`src/rtl/sign_ext.sv`:
```
// sign_ext: registered immediate generator for the LEGv8 datapath.
// Decodes the opcode of a 32-bit instruction, extracts the matching
// immediate field and sign-extends it to 64 bits, one cycle of latency.
module sign_ext (
  input  logic        clk,
  input  logic        reset,
  input  logic [31:0] instruction,
  output logic [63:0] imm_out,
  output logic        imm_valid
);

  typedef enum logic [2:0] {
    FMT_NONE,
    FMT_CB,     // CBZ / CBNZ / B.cond: imm19 at [23:5]
    FMT_D,      // LDUR / STUR: imm9 at [20:12]
    FMT_I,      // ADDI: imm12 at [21:10]
    FMT_B       // B: imm26 at [25:0]
  } fmt_t;

  fmt_t        fmt;
  logic [63:0] imm_next;
  logic        valid_next;

  // Opcode decode in priority order; first match wins, exact bit compares.
  always_comb begin
    fmt = FMT_NONE;
    if      (instruction[31:24] == 8'b10110100)    fmt = FMT_CB;  // CBZ
    else if (instruction[31:24] == 8'b10110101)    fmt = FMT_CB;  // CBNZ
    else if (instruction[31:21] == 11'b11111000010) fmt = FMT_D;  // LDUR
    else if (instruction[31:21] == 11'b11111000000) fmt = FMT_D;  // STUR
    else if (instruction[31:22] == 10'b1001000100) fmt = FMT_I;   // ADDI
    else if (instruction[31:26] == 6'b000101)      fmt = FMT_B;   // B
    else if (instruction[31:24] == 8'b01010100)    fmt = FMT_CB;  // B.cond
  end

  // Field extraction and MSB replication; unsupported opcodes give zero.
  always_comb begin
    imm_next   = '0;
    valid_next = 1'b1;
    unique case (fmt)
      FMT_CB:  imm_next = {{45{instruction[23]}}, instruction[23:5]};
      FMT_D:   imm_next = {{55{instruction[20]}}, instruction[20:12]};
      FMT_I:   imm_next = {{52{instruction[21]}}, instruction[21:10]};
      FMT_B:   imm_next = {{38{instruction[25]}}, instruction[25:0]};
      default: begin
        imm_next   = '0;
        valid_next = 1'b0;
      end
    endcase
  end

  // Output register; synchronous reset overrides the decode.
  always_ff @(posedge clk) begin
    if (reset) begin
      imm_out   <= '0;
      imm_valid <= 1'b0;
    end else begin
      imm_out   <= imm_next;
      imm_valid <= valid_next;
    end
  end

endmodule

```
`config.mk`:
```
export PLATFORM = sky130hd
export DESIGN_NAME = sign_ext
export DESIGN_NICKNAME = d
export VERILOG_FILES = /design/src/rtl/sign_ext.sv
export SDC_FILE = /design/constraint.sdc
export NUM_CORES = 1
export LEC_CHECK = 0
export ABC_AREA = 1
export BUFFER_PORTS_ARGS = -buffer_cell sky130_fd_sc_hd__buf_2
export CAP_MARGIN = 30
export CORE_MARGIN = 3
export CORE_UTILIZATION = 28
export CTS_CLUSTER_DIAMETER = 80
export CTS_CLUSTER_SIZE = 40
export DETAILED_ROUTE_END_ITERATION = 10
export PLACE_DENSITY = 0.65
export SLEW_MARGIN = 20
export SYNTH_ARGS = -nofsm -noshare
export SYNTH_HDL_FRONTEND = slang
export SYNTH_SLANG_ARGS = --single-unit
```
`constraint.sdc`:
```
create_clock -name clk -period 1.4 [get_ports clk]
set_input_delay 0.21 -clock clk [delete_from_list [all_inputs] [get_ports clk]]
set_output_delay 0.21 -clock clk [all_outputs]
set_load 0.03 [all_outputs]
```
==> flow_summary.json, run 1 <==
{
  "grt_pass1_wl_mm": 9.18,
  "die_h_microns": 89.8,
  "dpl.hpwl_mm": 4.41,
  "postSynthCellCount": 308,
  "yosysTopAreaCell": "dfxtp_1",
  "worstSetupPathType": "flip-flop to output port",
  "drive_above_1_share": 0.392,
  "synth-compound-area-share": 0.0280,
  "synth_top_family_by_area": "simple AND/OR/NAND/NOR gates",
  "globalRouteOverflowTotal": 0,
  "track_usage": 0.132,
  "power_frac_clock": 0.323,
  "intPower_mw": 1.06,
  "diodes": 0,
  "row_count": 29,
  "path_max_fanout": 39,
  "io_pins": 99,
  "dr.pass1.iters": 4,
  "cp_data_arrival_time_ns": 1.04,
  "min_period_ns": 1.25,
  "hold_violations": 0,
  "pwr-share-comb": 0.159,
  "max_stage_delay_ns": 0.51,
  "cpLargestDelayFamily": "flip-flops",
  "grt_pass1_vias": 2023,
  "crit_chain": "buf_2",
  "max_cap_viol_count": 0,
  "ys_seq_area_frac": 0.275,
  "fmax_mhz": 799,
  "synth-async-reset-ratio": 0,
  "rsz0062_at_grt": "false",
  "synth.most_common_cell": "nand2_1",
  "vias": 2085,
  "drc": 0,
  "synth-seq-cells": 27,
  "seqPwrFrac": 0.518,
  "critPathBufInv": 1,
  "synth_xor_area_frac": 0,
  "path_clk_slew_ns": 0.11,
  "crit_path_end_kind": "output port",
  "syn2layout_area_growth_pct": 25.3,
  "grt_max_degree": 40,
  "cp_slowest_cell": "dfxtp_4",
  "maxSlewHeadroom": 0.801,
  "yosys-top-cells-count": "76 x nand2_1, 55 x nand3_1, 44 x inv_1, 39 x buf_4, 27 x dfxtp_1",
  "cts.sinks": 27,
  "fill_cells": 707,
  "power.net_switching_mw": 0.432,
  "vias_per_cell": 4.36,
  "cts_buffer_depth": 2,
  "synth_nets": 342,
  "yosys.area_share.adder": 0,
  "antenna_found_initial": 0,
  "place_inst": 474,
  "die_area_sq_um": 8060,
  "syn_avg_cell_area_sq_um": 6.38,
  "cts_root_buf": "clkbuf_8",
  "stdcell_count": 478,
  "max-vdd-ir-drop_uv": 348,
  "post-route-util": 0.375,
  "final_cell_area_sq_um": 2460,
  "power_density_nw_per_um2": 606,
  "start_util": 0.299,
  "hp-class": "primary input to flip-flop",
  "wl_per_cell_microns": 11.1,
  "cp-start-kind": "flip-flop",
  "status": "completed",
  "placed_area_sq_um": 2410,
  "fin_crit_sh": 0.895,
  "switching_share": 0.289,
  "synth.top_cell.area_share": 0.275,
  "ys_warn_count": 0,
  "synth_area_leaders": "dfxtp_1 27%, buf_4 15%, nand2_1 15%, nand3_1 14%, inv_1 8.4%",
  "yosys.area_share.simple": 0.420,
  "critPathRequiredTime_ns": 1.19,
  "finalSetupViolCount": 0,
  "initialDrtViolationCount": 133,
  "die_w_microns": 89.8,
  "cts.htree.levels": 1,
  "core-area_sq_um": 6570,
  "synth_cell_types": 22,
  "slew_violations": 0,
  "drtAntennaViolNets": 0,
  "port-buffer-count": 98,
  "fin_nets": 420,
  "numCtsBuffers": 3,
  "cellLeakagePower_nw": 1.57,
  "gp_congestion": 0.889,
  "drt-total-wl_mm": 5.30,
  "syn-cell-area_sq_um": 1970,
  "muxShareOfSynthArea": 0,
  "synth_flop_cell": "dfxtp_1",
  "synth-edff-count": 0,
  "cts_tree": "yes",
  "worstMarginPinSlew_ns": 0.297
}
## cell families (layout without fill, tap and decap cells)
kind of cell           Yosys count  count (layout)
and+or+nand+nor                171             171
buffers and inverters           99             176
DFF                             27              27
AOI/OAI and AO/OA               11              11
## registers in the layout, summed over array words and instances (netlist names)
name / cells
imm_out: 26
imm_valid: 1
## power by group through the flow
stage                     combinational [mW]  sequential [mW]  clock (mW)
after detailed placement               0.237            0.793           0
final                                  0.237            0.773       0.482
after global placement                 0.237            0.793           0
after CTS                              0.237            0.773       0.501
after floorplan                        0.108            0.803           0
after global routing                   0.260            0.775       0.531
## layer usage
metal | vias up | part of all wire | track usage
met3 | 6 | 0.11 | 0.0259
met2 | 112 | 0.42 | 0.212
met1 | 905 | 0.46 | 0.180
li1 | 1062 | - | -
met4 | 0 | 0.010 | 0.0383
met5 | - | 0 | 0
## cells in the final DEF, fill, tap and decap left out
cell type	count
a21oi_1	1
buf_12	2
buf_2	98
buf_4	19
clkbuf_8	3
clkinvlp_4	1
dfxtp_1	26
dfxtp_4	1
inv_1	44
inv_2	9
nand2_1	76
nand2_2	3
nand3_1	55
nand3_2	3
nand3_4	2
nand4_1	2
nand4_2	1
nor2_1	20
nor2_2	5
nor2_4	1
nor2_8	1
nor3b_2	1
o21ai_0	10
or2_2	1
## metrics by stage
step	setup WS, ns	hold WS (ns)	TNS (ns)	total power [mW]
2_1_floorplan	0.151	0.405	0	0.911
5_1_grt	0.0376	0.222	0	1.57
4_1_cts	0.126	0.212	0	1.51
6_report	0.148	0.218	0	1.49
3_3_place_gp	-0.0268	0.517	-0.168	1.03
3_5_place_dp	-0.0762	0.517	-0.637	1.03
## final timing paths
check,from,endpoint,cells after the start
min,instruction[2],imm_out[2],5
max,imm_out[62],imm_out[25],1
## what timing repair did
action | in CTS | in global routing
gates resized for setup | 1 | 0
hold buffers | 0 | 0
setup endpoints to repair | 39 | 0
buffers inserted | 0 | 0
## layout make-up
| class | instances | area [sq um] | area share |
|---|---|---|---|
| flip-flops and latches | 27 | 544 | 0.221 |
| inverters | 53 | 199 | 0.0808 |
| clock inverters | 1 | 7.51 | 0.00305 |
| multi-input cells | 182 | 881 | 0.358 |
| well taps | 93 | 116 | 0.0473 |
| clock buffers | 3 | 41.3 | 0.0168 |
| repair buffers | 119 | 673 | 0.273 |
Power figures use the tool's default switching activity.
==> run 2: changes to the inputs <==
- ABC_AREA: 1 -> not set
- PLACE_DENSITY: 0.65 -> 0.67
==> run 2 against run 1 <==
Against the previous run: the run now ends with negative setup slack left; first-iteration DRC count down 11%; die area down 14%; global-route usage up 0.55 points.
==> flow_summary.json, run 2 <==
{
  "final_cell_mix": "96 x buf_2, 26 x dfxtp_1, 19 x nand2_1, 19 x buf_4, 18 x o211ai_1",
  "antenna_found_initial": 0,
  "vias_per_cell": 5.31,
  "initialDrtViolationCount": 119,
  "max-vdd-ir-drop_uv": 605,
  "core-area_sq_um": 5640,
  "port-buffer-count": 98,
  "worstSetupPathType": "primary input to flip-flop",
  "fin_total_pwr_mw": 1.48,
  "yosysTopAreaCell": "dfxtp_1",
  "syn_avg_cell_area_sq_um": 9.20,
  "syn2layout_area_growth_pct": 40.6,
  "ys_warn_count": 0,
  "power_density_nw_per_um2": 633,
  "whs_path_depth": 3,
  "synth.most_common_cell": "buf_4",
  "ys_seq_area_frac": 0.325,
  "status": "complete, but fails checks",
  "fill_cells": 552,
  "track_usage": 0.137,
  "fin_nets": 292,
  "cts.htree.levels": 1,
  "worstMarginPinSlew_ns": 0.645,
  "dpl.hpwl_mm": 3.63,
  "slew_violations": 0,
  "largestRegisters": "imm_out (26), imm_valid (1)",
  "cellLeakagePower_nw": 1.04,
  "fin_crit_sh": 1.16,
  "gp_congestion": 0.770,
  "hp-class": "primary input to flip-flop",
  "violations": "negative setup slack",
  "synth-seq-cells": 27,
  "start_util": 0.295,
  "dr.pass1.iters": 5,
  "grt_pass1_wl_mm": 8.09,
  "rsz0062_at_grt": "true",
  "die_area_sq_um": 6910,
  "worstHoldStart": "instruction[5]",
  "synth-async-reset-ratio": 0,
  "diodes": 0,
  "multi_input_area_sq_um": 855,
  "max_stage_delay_ns": 0.54,
  "final_common_cell": "buf_2",
  "cts_tree": "yes",
  "fmax_mhz": 616,
  "cpMostUsedCell": "a211oi_4",
  "synth_area_leaders": "dfxtp_1 32%, buf_4 17%, a311oi_1 8.4%, o211ai_1 8.1%, nand2_1 4.3%",
  "row_count": 27,
  "grt_pass1_vias": 1587,
  "cts_buffer_depth": 2,
  "crit_path_end_kind": "flip-flop",
  "min_period_ns": 1.62,
  "critPathRequiredTime_ns": 1.58,
  "cp_data_arrival_time_ns": 1.81,
  "cts_root_buf": "clkbuf_8",
  "fin_ws_ns": -0.223,
  "synth_flop_cell": "dfxtp_1",
  "largest_register_ffs": 26,
  "cts.sinks": 27,
  "cp-startpoint": "instruction[29]",
  "yosys-top-cells-count": "38 x buf_4, 27 x dfxtp_1, 19 x nand2_1, 18 x o211ai_1, 16 x a311oi_1",
  "grt_max_degree": 40,
  "globalRouteOverflowTotal": 0,
  "cp_slowest_cell": "or4b_4",
  "die_h_microns": 83.1,
  "finalSetupViolCount": 27,
  "io_pins": 99,
  "drtAntennaViolNets": 0,
  "vias": 1748,
  "cp-start-kind": "primary input",
  "max_cap_viol_count": 0,
  "synth_cell_types": 33,
  "regMostFlops": "imm_out",
  "numCtsBuffers": 3,
  "drc": 0,
  "wl_per_cell_microns": 15.5,
  "path_clk_slew_ns": 0.09,
  "die_w_microns": 83.1,
  "syn-cell-area_sq_um": 1670,
  "post-route-util": 0.415,
  "holdPathEnd": "imm_out[0]",
  "synth.top_cell.area_share": 0.325,
  "synth_nets": 215,
  "drive_above_1_share": 0.603,
  "postSynthCellCount": 181,
  "drt-total-wl_mm": 5.09,
  "regArea_sq_um": 542,
  "maxSlewHeadroom": 0.570,
  "hold_violations": 0,
  "synth-edff-count": 0,
  "path_max_fanout": 4,
  "crit_chain": "buf_6 -> or4b_4 -> a2111oi_4 -> a211oi_4 -> bufbuf_16 -> a211oi_4"
}
## run 2: cell count changes after synthesis, moves of 16 or more
cell / before / now
a311oi_1: 0 / 16
o211ai_1: 0 / 18
nand3_1: 55 / 0
nand2_1: 76 / 19
nor2_1: 20 / 2
inv_1: 44 / 3
## run 2: power by group
part	leakage, nW	total (mW)	internal, mW	switching, mW
clock	0.0228	0.433	0.203	0.230
sequential	0.218	0.775	0.773	0.00268
combinational	0.794	0.273	0.113	0.160
total	1.04	1.48	1.09	0.393
## run 2: worst max-delay path by stage
stage	to	cells after the start
floorplan	imm_out[5]	7
global placement	imm_out[8]	5
detailed placement	imm_out[17]	6
CTS	imm_out[2]	6
global route	imm_out[15]	6
finish	imm_out[7]	6
## run 2: worst max-delay path, delay by kind of cell
kind | cells | cell delay [ns]
AO/OA/AOI/OAI | 3 | 0.68
buffers and inverters | 2 | 0.39
AND/OR/NAND/NOR | 1 | 0.54
## run 2: timing repair
item	CTS	global route
buffers inserted	2	0
hold buffers	0	0
setup endpoints to repair	27	66
resized for setup	5	21
gates cloned	1	2
pin swaps	3	11
## run 2: per-stage QoR
stage	instance area [sq um]	hold slack (ns)	setup WS (ns)	instances	TNS, ns
after global placement	2090	0.511	-0.555	319	-14.30
after detailed placement	2110	0.523	-0.573	320	-12.50
after floorplan	1720	0.355	-0.289	181	-6.21
final	2340	0.242	-0.223	329	-4.17
after global routing	2340	0.246	-0.251	329	-9.61
after CTS	2240	0.237	-0.277	327	-5.89
## run 2: layout make-up
type	instances	share of cell area
sequential	27	0.231
tap	72	0.0385
inverter	3	0.00481
timing repair buffer	126	0.341
clock buffer	4	0.0192
multi-input combinational	97	0.365
## run 2: logic make-up after synthesis
logic type,share of synthesized area
buffers and inverters,0.223
flip-flops,0.325
AND/OR/NAND/NOR,0.127
AO/OA/AOI/OAI,0.325
## run 2: layer usage
metal	global-route usage	vias to the layer above	part of all wire
li1	-	810	-
met4	0.0178	0	0.0090
met2	0.249	125	0.48
met3	0.0159	6	0.12
met1	0.179	807	0.39
met5	0	-	0
